### src/rtl/mux_out_edge_monitor_pkg.sv
// Shared types and defaults for the out_q edge monitor.
// Pure declarations: no latency, no flow control.
package mux_mon_pkg;
   typedef enum logic [1:0] {
      DEB_LOW,
      DEB_CHK_HIGH,
      DEB_HIGH,
      DEB_CHK_LOW
   } deb_state_e;

   localparam int STABLE_CYCLES_DEF = 4;
   localparam int CNT_WIDTH_DEF     = 8;
endpackage

### src/rtl/mux_out_edge_monitor_sat_counter.sv
// Saturating event counter with synchronous clear; count and sat update one cycle after inc/clr.
// No backpressure: every inc is taken, clear wins over the old value but not over a same-cycle inc.
module sat_counter #(
   parameter int W = 8
) (
   input  logic         clk,
   input  logic         rst,
   input  logic         clr,
   input  logic         inc,
   output logic [W-1:0] cnt,
   output logic         sat
);
   logic [W-1:0] base;
   logic [W-1:0] nxt;

   always_comb begin
      base = clr ? '0 : cnt;
      nxt  = base;
      if (inc && (base != '1)) nxt = base + W'(1);
   end

   // sat tracks the next count so it asserts in the same cycle the count hits max
   always_ff @(posedge clk) begin
      if (rst) begin
         cnt <= '0;
         sat <= 1'b0;
      end else begin
         cnt <= nxt;
         sat <= (nxt == '1);
      end
   end
endmodule

### src/rtl/mux_out_edge_monitor.sv
// Sync + debounce of upstream out_q, edge pulses, saturating counts and a valid/ready snapshot port.
// Level/pulse at edge STABLE_CYCLES+2; snapshot held while valid && !ready. Option: FALL_COUNT_EN.
module mux_out_edge_monitor
   import mux_mon_pkg::*;
#(
   parameter int STABLE_CYCLES = STABLE_CYCLES_DEF,
   parameter int CNT_WIDTH     = CNT_WIDTH_DEF,
`ifdef FALL_COUNT_EN
   localparam int SNAP_W       = 2 * CNT_WIDTH
`else
   localparam int SNAP_W       = CNT_WIDTH
`endif
) (
   input  logic                 clk,
   input  logic                 rst,
   input  logic                 in_q,
   input  logic                 in_clear,
   input  logic                 in_snap_req,
   input  logic                 in_snap_ready,
   output logic                 out_level,
   output logic                 out_rise,
`ifdef FALL_COUNT_EN
   output logic                 out_fall,
`endif
   output logic [CNT_WIDTH-1:0] out_count,
   output logic                 out_sat,
   output logic                 out_snap_valid,
   output logic [SNAP_W-1:0]    out_snap_data
);
   localparam int SW = $clog2(STABLE_CYCLES);
   localparam logic [SW-1:0] STAB_LAST = SW'(STABLE_CYCLES - 1);

   logic          s1;
   logic          s2;
   deb_state_e    state;
   logic [SW-1:0] stab_cnt;
   logic [SNAP_W-1:0] snap_src;

   always_ff @(posedge clk) begin
      if (rst) begin
         s1 <= 1'b0;
         s2 <= 1'b0;
      end else begin
         s1 <= in_q;
         s2 <= s1;
      end
   end

   // A level change needs STABLE_CYCLES consecutive agreeing samples of s2
   always_ff @(posedge clk) begin
      if (rst) begin
         state     <= DEB_LOW;
         stab_cnt  <= '0;
         out_level <= 1'b0;
         out_rise  <= 1'b0;
`ifdef FALL_COUNT_EN
         out_fall  <= 1'b0;
`endif
      end else begin
         out_rise <= 1'b0;
`ifdef FALL_COUNT_EN
         out_fall <= 1'b0;
`endif
         case (state)
            DEB_LOW: begin
               if (s2) begin
                  state    <= DEB_CHK_HIGH;
                  stab_cnt <= SW'(1);
               end
            end
            DEB_CHK_HIGH: begin
               if (!s2) begin
                  state <= DEB_LOW;
               end else if (stab_cnt == STAB_LAST) begin
                  state     <= DEB_HIGH;
                  out_level <= 1'b1;
                  out_rise  <= 1'b1;
               end else begin
                  stab_cnt <= stab_cnt + SW'(1);
               end
            end
            DEB_HIGH: begin
               if (!s2) begin
                  state    <= DEB_CHK_LOW;
                  stab_cnt <= SW'(1);
               end
            end
            DEB_CHK_LOW: begin
               if (s2) begin
                  state <= DEB_HIGH;
               end else if (stab_cnt == STAB_LAST) begin
                  state     <= DEB_LOW;
                  out_level <= 1'b0;
`ifdef FALL_COUNT_EN
                  out_fall  <= 1'b1;
`endif
               end else begin
                  stab_cnt <= stab_cnt + SW'(1);
               end
            end
            default: state <= DEB_LOW;
         endcase
      end
   end

   sat_counter #(.W(CNT_WIDTH)) u_rise_cnt (
      .clk (clk),
      .rst (rst),
      .clr (in_clear),
      .inc (out_rise),
      .cnt (out_count),
      .sat (out_sat)
   );

`ifdef FALL_COUNT_EN
   logic [CNT_WIDTH-1:0] fall_count;
   logic                 fall_sat;

   sat_counter #(.W(CNT_WIDTH)) u_fall_cnt (
      .clk (clk),
      .rst (rst),
      .clr (in_clear),
      .inc (out_fall),
      .cnt (fall_count),
      .sat (fall_sat)
   );

   assign snap_src = {fall_count, out_count};
`else
   assign snap_src = out_count;
`endif

   // A request is only honoured when the slot is free or being drained this cycle
   always_ff @(posedge clk) begin
      if (rst) begin
         out_snap_valid <= 1'b0;
         out_snap_data  <= '0;
      end else if (!out_snap_valid) begin
         if (in_snap_req) begin
            out_snap_valid <= 1'b1;
            out_snap_data  <= snap_src;
         end
      end else if (in_snap_ready) begin
         if (in_snap_req) out_snap_data <= snap_src;
         else             out_snap_valid <= 1'b0;
      end
   end
endmodule
### config.mk
export PLATFORM = sky130hd
export DESIGN_NAME = mux_out_edge_monitor
export DESIGN_NICKNAME = d
export VERILOG_FILES = /design/src/rtl/mux_out_edge_monitor_pkg.sv /design/src/rtl/mux_out_edge_monitor_sat_counter.sv /design/src/rtl/mux_out_edge_monitor.sv
export SDC_FILE = /design/constraint.sdc
export NUM_CORES = 1
export LEC_CHECK = 0
export ABC_AREA = 0
export ABC_CLOCK_PERIOD_IN_PS = 3000
export BUFFER_PORTS_ARGS = -buffer_cell sky130_fd_sc_hd__buf_4
export CAP_MARGIN = 15
export CORE_MARGIN = 2
export CORE_UTILIZATION = 54
export DETAILED_ROUTE_END_ITERATION = 8
export GPL_TIMING_DRIVEN = 1
export HOLD_SLACK_MARGIN = 0.08
export PLACE_DENSITY = 0.82
export SLEW_MARGIN = 20
export SYNTH_ARGS = -nofsm -noshare
export SYNTH_HDL_FRONTEND = slang
export SYNTH_SLANG_ARGS = --single-unit
### constraint.sdc
create_clock -name clk -period 3 [get_ports clk]
set_clock_uncertainty 0.05 [all_clocks]
set_input_delay 0.6 -clock clk [delete_from_list [all_inputs] [get_ports clk]]
set_output_delay 0.6 -clock clk [all_outputs]
set_load 0.01 [all_outputs]
==> metrics.md <==
| Metric | Value |
|---|---|
| Run status | `complete, no violations` |
| Clock slew at reported path FFs | `0.14 ns` |
| Reg-to-Reg End | `u_rise_cnt.cnt[5]$_SDFF_PP0_` |
| Post-Route Utilization | `0.691` |
| Setup tns final | `0 ns` |
| Syn Area/Cell | `9.24 um^2` |
| Dpl ws | `1.44 ns` |
| Max-Cap Viols | `0` |
| Drt drc | `0` |
| Antenna violations before repair | `0` |
| Synth warnings | `0` |
| Post-route ant nets | `0` |
| WHS | `0.414 ns` |
| Crit-path slowest cell | `dfxtp_1` |
| Flop pwr share | `0.567` |
| Layout net count | `149` |
| Internal cell power | `0.499 mW` |
| Post-CTS Setup Bufs | `0` |
| Register area share after synthesis | `0.481` |
| R2r setup slk | `1.63 ns` |
| Worst vdd rail ir drop | `348 uV` |
| IO Pins | `26` |
| CP Capture Type | `primary output` |
| Fmax | `587 MHz` |
| Combinational cell fraction of total power | `0.052` |
| P_leak | `0.505 nW` |
| Vias in the first global route | `852` |
| Fill cells | `162` |
| Hold Buf Count CTS | `0` |
| Synth cell types | `34` |
| Syn nets | `124` |
| Die Ht | `48.7 um` |
| Worst setup path end | `out_count[1]` |
| Die W | `48.7 um` |
| Max incr delay on CP | `0.54 ns` |
| WS Path Type | `reg2out` |
| Clock Sinks | `26` |
| Worst Path Required | `2.35 ns` |
| Final std cells w/o fill | `168` |
| Detailed Route WL | `2210 um` |
| Final period util | `0.568` |
| TritonCTS clock tree | `done` |
| Largest net degree at the start of global routing | `24` |
| DR iter-0 viols | `13` |
| Clock power share | `0.381` |
| Mapped Cells | `117` |
| Synth top area share | `0.481` |
| Area delta synth->final | `22.9%` |
| Routed WL per cell | `13.2 um` |
| CTS resizes | `0` |
| Placed cells | `164` |
| #FFs+latches synth | `26` |
| Psw | `0.124 mW` |
| Commonest cells in the netlist | `dfxtp_1, a21oi_1, o21ai_0` |
| Clk_lat worst skew | `0.33 ns` |
| Full die area | `2380 um^2` |
| Final slew viol count | `0` |
| Total CTS buffers | `3` |
| WP buf/inv | `1` |
| GPL Wtd Cong | `0.809` |
| Post-Syn Area | `1080 um^2` |
| Top-count cell post-synth | `dfxtp_1` |
| Clock Path Buffers | `2` |
| Initial Util | `0.563` |
| Via Count | `959` |
| Rows | `16` |
| Root buffer cell | `clkbuf_4` |
| EDFF count, synth | `0` |
| Synth Flop Type | `dfxtp_1` |
| Final setup margin | `1.30 ns` |
| WP data arrival | `1.05 ns` |
| FFs w/ async S/R, synth | `0` |
| N_diodes | `0` |
| Worst-Margin Slew | `0.437 ns` |
| R2R depth | `3` |
| CP Launch Type | `register` |
| Area of the core | `1920 um^2` |
| DR vias/cell | `5.71` |
| Post-DP HPWL | `1590 um` |
| Worst r2r src | `u_rise_cnt.cnt[1]$_SDFF_PP0_` |
| Final Setup Violations | `0` |
| Slew margin rel. | `0.708` |
| Layout cells sized above 1 | `0.227` |
| # port buffers | `25` |
| Worst-path maximum fanout | `8` |
| Total grt overflow | `0` |
| Crit path from | `u_rise_cnt.cnt[1]$_SDFF_PP0_` |
| Cell area power density | `469 nW/um^2` |
| Sw Ratio | `0.199` |
| Crit path cell chain | `buf_4` |
| Min Clock Period, post-route | `1.70 ns` |
| Crit path max-delay family | `flip-flops` |
| Tot GR Track Use | `0.191` |
| Htree depth | `1` |
| First-pass GRT wire length | `3590 um` |
| Area leader, netlist | `dfxtp_1` |
| Area contributors post-synth | `dfxtp_1, a21oi_1, o21ai_0` |
| RSZ-0062 raised after global routing | `no` |
| Critical path depth | `1` |
| Hold Crit Class | `reg2reg` |
| Drt pass-1 iters | `4` |
| Final Hold Fails | `0` |
==> sequential cells by signal (all words and copies together), names as in the netlist, named ones only <==
signal and count:
out_snap_data 8, u_rise_cnt.cnt 8, stab_cnt 2, out_level 1
out_rise 1, out_snap_valid 1, s1 1, s2 1
state 1, u_rise_cnt.sat 1
==> power groups by stage <==
stage,Sequential (mW),Combinational [mW],Clock (mW)
after floorplan,0.361,0.0187,0
after global placement,0.360,0.0312,0
after detailed placement,0.361,0.0322,0
after CTS,0.353,0.0322,0.245
after global routing,0.354,0.0358,0.256
final,0.353,0.0323,0.238
==> how the worst min path moves through the flow <==
| stage | from | to | slack (ns) | cells past startpoint |
|---|---|---|---|---|
| 5_1_grt | s1$_SDFF_PP0_ | s2$_SDFF_PP0_ | 0.43 | 1 |
| 6_report | s1$_SDFF_PP0_ | s2$_SDFF_PP0_ | 0.41 | 1 |
| 3_3_place_gp | s1$_SDFF_PP0_ | s2$_SDFF_PP0_ | 0.38 | 1 |
| 2_1_floorplan | s1$_SDFF_PP0_ | s2$_SDFF_PP0_ | 0.36 | 1 |
| 4_1_cts | s1$_SDFF_PP0_ | s2$_SDFF_PP0_ | 0.41 | 1 |
| 3_5_place_dp | s1$_SDFF_PP0_ | s2$_SDFF_PP0_ | 0.38 | 1 |
==> stage by stage <==
| step | area (um^2) | total power [mW] |
|---|---|---|
| final | 1330 | 0.623 |
| after CTS | 1330 | 0.631 |
| after global routing | 1330 | 0.646 |
| after floorplan | 1080 | 0.380 |
| after global placement | 1280 | 0.392 |
| after detailed placement | 1280 | 0.393 |
==> kinds of logic (layout without fill, tap and decap cells) <==
kind of cell    Yosys count  count (layout)  synth area share
compound gates           42              42             0.243
xor+xnor                  1               1           0.00810
fa+ha+maj                 1               1            0.0116
buf+inv                  11              35            0.0451
flops                    26              26             0.481
mux                       1               1            0.0104
simple gates             35              35             0.200
==> worst reg2reg max path, stage by stage (launching register included) <==
cell and delay, ns:
dfxtp_1 0.54, nand4_4 0.21, a2111o_1 0.39, a21oi_1 0.13
==> layer usage <==
| metal | vias up | wire length (um) | GRT usage |
|---|---|---|---|
| met2 | 18 | 1170 | 0.347 |
| met4 | 0 | 16 | 0.0571 |
| met5 | - | 0 | 0 |
| li1 | 486 | - | - |
| met3 | 3 | 97 | 0.0370 |
| met1 | 452 | 928 | 0.225 |
==> cell usage in the layout, fill, tap and decap left out, drive strengths merged, types with 2 or more instances in the layout <==
master  synthesis  layout
buf             1      25
nor3            5       5
nor2b           3       3
nand3           9       9
clkbuf          4       3
inv             6       6
o311ai          3       3
a211oi          3       3
o41ai           2       2
dfxtp          26      26
nand2           4       4
a21oi          14      14
nand2b          5       5
nand3b          2       2
o21ai          12      12
==> cell type report <==
| type | count | area (um^2) | share of cell area |
|---|---|---|---|
| multi-input cells | 80 | 512 | 0.385 |
| well taps | 27 | 33.8 | 0.0254 |
| clock inverters | 1 | 30.0 | 0.0226 |
| inverters | 6 | 22.5 | 0.0169 |
| clock buffers | 3 | 22.5 | 0.0169 |
| flip-flops and latches | 26 | 520 | 0.392 |
| repair buffers | 25 | 188 | 0.141 |
Power figures use the tool's default switching activity.
